File: config.mk
export PLATFORM = sky130hd
export DESIGN_NAME = smart_merge_drain
export DESIGN_NICKNAME = d
export VERILOG_FILES = /design/src/rtl/smart_merge_drain.sv
export SDC_FILE = /design/constraint.sdc
export NUM_CORES = 1
export LEC_CHECK = 0
export BUFFER_PORTS_ARGS = -buffer_cell sky130_fd_sc_hd__buf_4
export CAP_MARGIN = 20
export CORE_UTILIZATION = 35
export DETAILED_ROUTE_END_ITERATION = 10
export GPL_TIMING_DRIVEN = 0
export PLACE_DENSITY_LB_ADDON = 0.05
export SLEW_MARGIN = 25
export SYNTH_ARGS = -nofsm -noshare
export SYNTH_HDL_FRONTEND = slang
export SYNTH_SLANG_ARGS = --single-unit
File: constraint.sdc
create_clock -name clk -period 2.7 [get_ports clk]
set_clock_uncertainty 0.2 [all_clocks]
set_input_delay 0.405 -clock clk [delete_from_list [all_inputs] [get_ports clk]]
set_output_delay 0.405 -clock clk [all_outputs]
set_load 0.1 [all_outputs]
File: src/rtl/smart_merge_drain.sv
// Drains the valid head prefixes of parallel FIFOs into one registered output bundle,
// visiting FIFOs round-robin and tagging each lane with its source FIFO index.
module smart_merge_drain #(
    parameter int unsigned FIFOS        = 2,
    parameter int unsigned INPUT_PORTS  = 2,
    parameter int unsigned OUTPUT_PORTS = 2,
    parameter int unsigned DATA_WIDTH   = 32,
    localparam int unsigned TAG_W       = (FIFOS > 1) ? $clog2(FIFOS) : 1
) (
    input  logic                                                  clk,
    input  logic                                                  rst,
    input  logic                                                  flush,
    input  logic [FIFOS-1:0][INPUT_PORTS-1:0]                     valid_in,
    input  logic [FIFOS-1:0][INPUT_PORTS-1:0][DATA_WIDTH-1:0]     data_in,
    output logic [FIFOS-1:0][INPUT_PORTS-1:0]                     pop,
    output logic [OUTPUT_PORTS-1:0]                               valid_out,
    output logic [OUTPUT_PORTS-1:0][DATA_WIDTH-1:0]               data_out,
    output logic [OUTPUT_PORTS-1:0][TAG_W-1:0]                    tag_out,
    input  logic                                                  ready_in
);

    localparam int unsigned LANE_W = (OUTPUT_PORTS > 1) ? $clog2(OUTPUT_PORTS) : 1;

    logic [TAG_W-1:0]                            rr_ptr;
    logic                                        loadable;
    logic                                        do_sel;
    logic [OUTPUT_PORTS-1:0]                     sel_valid;
    logic [OUTPUT_PORTS-1:0][DATA_WIDTH-1:0]     sel_data;
    logic [OUTPUT_PORTS-1:0][TAG_W-1:0]          sel_tag;
    logic [LANE_W:0]                             lane_cnt;
    logic [TAG_W:0]                              fifo_sum;
    logic [TAG_W-1:0]                            fifo_idx;
    logic [TAG_W-1:0]                            last_fifo;
    logic                                        any_pop;
    logic                                        prefix_ok;
    logic [TAG_W:0]                              ptr_sum;
    logic [TAG_W-1:0]                            rr_next;

    assign loadable = ~(|valid_out) | ready_in;
    assign do_sel   = loadable & ~flush & ~rst;

    // Walk FIFOs from rr_ptr, taking each FIFO's contiguous valid prefix until lanes run out.
    always_comb begin
        pop       = '0;
        sel_valid = '0;
        sel_data  = '0;
        sel_tag   = '0;
        lane_cnt  = '0;
        fifo_sum  = '0;
        fifo_idx  = '0;
        last_fifo = rr_ptr;
        any_pop   = 1'b0;
        prefix_ok = 1'b0;
        if (do_sel) begin
            for (int k = 0; k < int'(FIFOS); k++) begin
                fifo_sum = {1'b0, rr_ptr} + (TAG_W + 1)'(k);
                if (fifo_sum >= (TAG_W + 1)'(FIFOS)) begin
                    fifo_sum = fifo_sum - (TAG_W + 1)'(FIFOS);
                end
                fifo_idx  = fifo_sum[TAG_W-1:0];
                prefix_ok = 1'b1;
                for (int s = 0; s < int'(INPUT_PORTS); s++) begin
                    prefix_ok = prefix_ok & valid_in[fifo_idx][s];
                    if (prefix_ok && (lane_cnt < (LANE_W + 1)'(OUTPUT_PORTS))) begin
                        pop[fifo_idx][s]                = 1'b1;
                        sel_valid[lane_cnt[LANE_W-1:0]] = 1'b1;
                        sel_data[lane_cnt[LANE_W-1:0]]  = data_in[fifo_idx][s];
                        sel_tag[lane_cnt[LANE_W-1:0]]   = fifo_idx;
                        lane_cnt                        = lane_cnt + (LANE_W + 1)'(1);
                        last_fifo                       = fifo_idx;
                        any_pop                         = 1'b1;
                    end
                end
            end
        end
    end

    always_comb begin
        ptr_sum = {1'b0, last_fifo} + (TAG_W + 1)'(1);
        if (ptr_sum >= (TAG_W + 1)'(FIFOS)) begin
            ptr_sum = '0;
        end
        rr_next = ptr_sum[TAG_W-1:0];
    end

    always_ff @(posedge clk) begin
        if (rst) begin
            valid_out <= '0;
            data_out  <= '0;
            tag_out   <= '0;
            rr_ptr    <= '0;
        end else if (flush) begin
            valid_out <= '0;
        end else if (loadable) begin
            valid_out <= sel_valid;
            data_out  <= sel_data;
            tag_out   <= sel_tag;
            if (any_pop) begin
                rr_ptr <= rr_next;
            end
        end
    end

endmodule

==> run_results.csv <==
group,metric,value,unit
worst_setup_path,start_kind,"flop",
synth,synth-async-reset-ratio,0,%
finish,layout_common_cells,"207 x buf_4, 67 x dfxtp_1, 66 x nand2_1",
sta,max-slew-margin-rel,54.6,%
synth,yosysSeqAreaShare,36.0,%
pwr,p_switching,0.00116,W
worst_setup_path,cp-end-kind,"primary output",
synth,synth_top_area_cell,"dfxtp_1",
floorplan,ioPinCount,208,
worst_setup_path,cp_max_fo,17,
sta,worst_slew_pin_slew,0.679,ns
floorplan,fp-row-count,37,
clock_network,clock-sinks,69,
floorplan,die-area,0.0114,mm²
finish,multiInputGateArea,0.00226,mm²
worst_setup_path,critPathKind,"flop to primary output",
finish,filler_cell_count,1023,
placed_design,io_buffer_count,206,
synth,synth_area_per_cell,9.00,µm²
worst_setup_path,reg2reg_depth,6,
clock_network,cts_made_buffers,9,
finish,area_growth,51.5,%
clock_network,worstSkewPairLatency,0.34,ns
floorplan,die_y,107,µm
synth,syn_nets,563,
placed_design,post-dp-hpwl,11.1,mm
placed_design,dp.cells,769,
synth,synth.distinct_cells,46,
route,num_vias,4305,
synth,syn_area,0.00384,mm²
clock_network,hold_buffers,0,
route,final_antenna_net_count,0,
route,drc_errors,0,
clock_network,cts_buffer_depth,2,
finish,diodes,0,
worst_setup_path,crit_buf_inv,1,
finish,design_area,0.00582,mm²
finish,layout_commonest_cell,"buf_4",
placed_design,placed_area,0.00559,mm²
min_path,hold_depth,2,
clock_network,cts_tree,"yes",
placed_design,routabilityCongestion,0.780,
worst_setup_path,cpLargestDelayFamily,"simple AND/OR/NAND/NOR gates",
pwr,power_frac_seq,35.0,%
grt,grt_pass1_wl,21.8,mm
route,drtIter0Drc,484,
pwr,p_per_area,543,mW/mm²
min_path,min_path_type,"input port to flop",
sta,fin_setup_tns,0,ns
pwr,leakage,2.49,nW
sta,setup_viol_count_final,0,
pwr,intPower,0.00200,W
synth,synthCells,427,
sta,max_freq,400,MHz
sta,whs,0.0349,ns
worst_setup_path,critPathArrivalTime,1.90,ns
sta,period_needed,2.50,ns
synth,ys_ff_latch,69,
worst_setup_path,r2r-end,"data_out[47]$_SDFFE_PP0N_",
synth,synth_edf_count,0,
route,dr.pass1.iters,8,
flow_run,max_cap_viol_count,0,
worst_setup_path,cp_slowest_cell,"nand2_2",
grt,grt_pass1_vias,4161,
route,drt-wirelength-per-cell,18.4,µm
sta,finalHoldViolations,0,
grt,groute.usage.overall,25.1,%
route,routed_wl,14.4,mm
sta,min_period_over_period,92.6,%
worst_setup_path,rrSetupSlack,0.56,ns
placed_design,place_ws,0.0987,ns
floorplan,die_x,107,µm
grt,overflow,0,
worst_setup_path,path_cells,"o21bai_2, nand2_2, nor3_4, buf_4",
pwr,switching_share,36.8,%
floorplan,initial_core_util,36.7,%
route,vias_per_cell,5.49,
grt,grt_max_degree,13,
outcome,status,"finished, final reports clean",
finish,drive_gt1_share,49.5,%
clock_network,clk_pin_slew_worst_paths,0.07,ns
worst_setup_path,max_stage_delay,0.35,ns
sta,rsz0062_at_grt,"no",
clock_network,root_buffer,"clkbuf_8",
min_path,hold_end,"valid_out[1]$_SDFFE_PP0N_",
worst_setup_path,cp-startpoint,"valid_out[0]$_SDFFE_PP0N_",
worst_setup_path,crit_required,2.10,ns
finish,nets,779,
clock_network,cts_setup_buffers,0,
pwr,clkPwrFrac,31.6,%
synth,synthFlopType,"dfxtp_1",
floorplan,core_area,0.0105,mm²
pwr,p_comb_share,33.5,%
clock_network,h-tree-depth,3,
finish,regArea,0.00138,mm²
finish,layout.cells.non_filler,784,
grt,grt_antenna_before_repair,0,
sta,drv_slew,0,
synth,yosys-top-cells-area,"dfxtp_1 36%, mux2_2 17%, a222oi_1 7.6%, a22oi_1 6.8%, nand2_1 6.5%",
synth,yosysWarningCount,0,
synth,yosys.area.top_type_share,36.0,%
pwr,peakVddDrop,0.000313,V
min_path,hold_path.startpoint,"flush",
sta,fin_ws,0.199,ns
[per-layer routing]
layer / track usage [%] / vias to the layer above / routed length (µm)
li1: - / 2062 / -
met1: 33.4 / 2025 / 6430
met2: 41.3 / 192 / 6750
met3: 3.71 / 26 / 950
met4: 8.61 / 0 / 314
met5: 0 / - / 0
[power by group through the flow]
stage | combinational (W) | sequential (W) | clock, W
3_3_place_gp | 0.00104 | 0.00113 | 0
6_report | 0.00106 | 0.00111 | 0.000998
4_1_cts | 0.00106 | 0.00111 | 0.00102
5_1_grt | 0.00111 | 0.00111 | 0.00107
2_1_floorplan | 0.000296 | 0.00153 | 0
3_5_place_dp | 0.00105 | 0.00113 | 0
[cells by family after synthesis]
family                 Yosys count  synth area share [%]
DFF                             69                  36.0
and+or+nand+nor                105                  12.5
buffers and inverters           43                  5.99
AOI/OAI and AO/OA              148                  27.4
muxes                           62                  18.1
[synth_stat cells (all sizes together), types with 2 or more instances]
cell	n
a21oi	8
a222oi	29
a22oi	35
a32o	2
and2	4
buf	25
clkbuf	15
dfxtp	69
inv	3
mux2	60
mux2i	2
nand2	68
nand2b	3
nand3	2
nor2	10
nor2b	4
nor3	6
nor4	2
nor4b	2
o21a	2
o21ai	61
o41ai	2
[through the flow]
step	total power, W	utilization, %
detailed placement	0.00218	53.4
global placement	0.00217	53.4
CTS	0.00318	55.7
finish	0.00316	55.6
floorplan	0.00183	-
global route	0.00329	55.6
[state kept, by name (all words and copies together) (netlist names), named ones only]
register   cells
tag_out        2
data_out      64
valid_out      2
[cell type report]
| class | count | area share (%) |
|---|---|---|
| multi-input combinational | 315 | 38.8 |
| timing repair buffer | 206 | 26.6 |
| sequential | 69 | 23.8 |
| buffer | 39 | 3.70 |
| tap | 136 | 2.92 |
| clock buffer | 11 | 2.60 |
| clock inverter | 5 | 1.40 |
| inverter | 3 | 0.194 |
[timing repair]
action                                  in CTS  in global routing
resized for setup                            2                  0
endpoints found under the setup margin       2                  2
pin swaps                                    0                  0
[worst max path at each step]
| stage | to | slack (ns) | cells past startpoint |
|---|---|---|---|
| 2_1_floorplan | pop[1] | 0.04 | 4 |
| 3_3_place_gp | pop[1] | 0.09 | 6 |
| 3_5_place_dp | pop[1] | 0.1 | 6 |
| 4_1_cts | pop[1] | 0.06 | 5 |
| 5_1_grt | pop[1] | 0.06 | 4 |
| 6_report | pop[1] | 0.20 | 4 |
(Power assumes the default switching activity.)
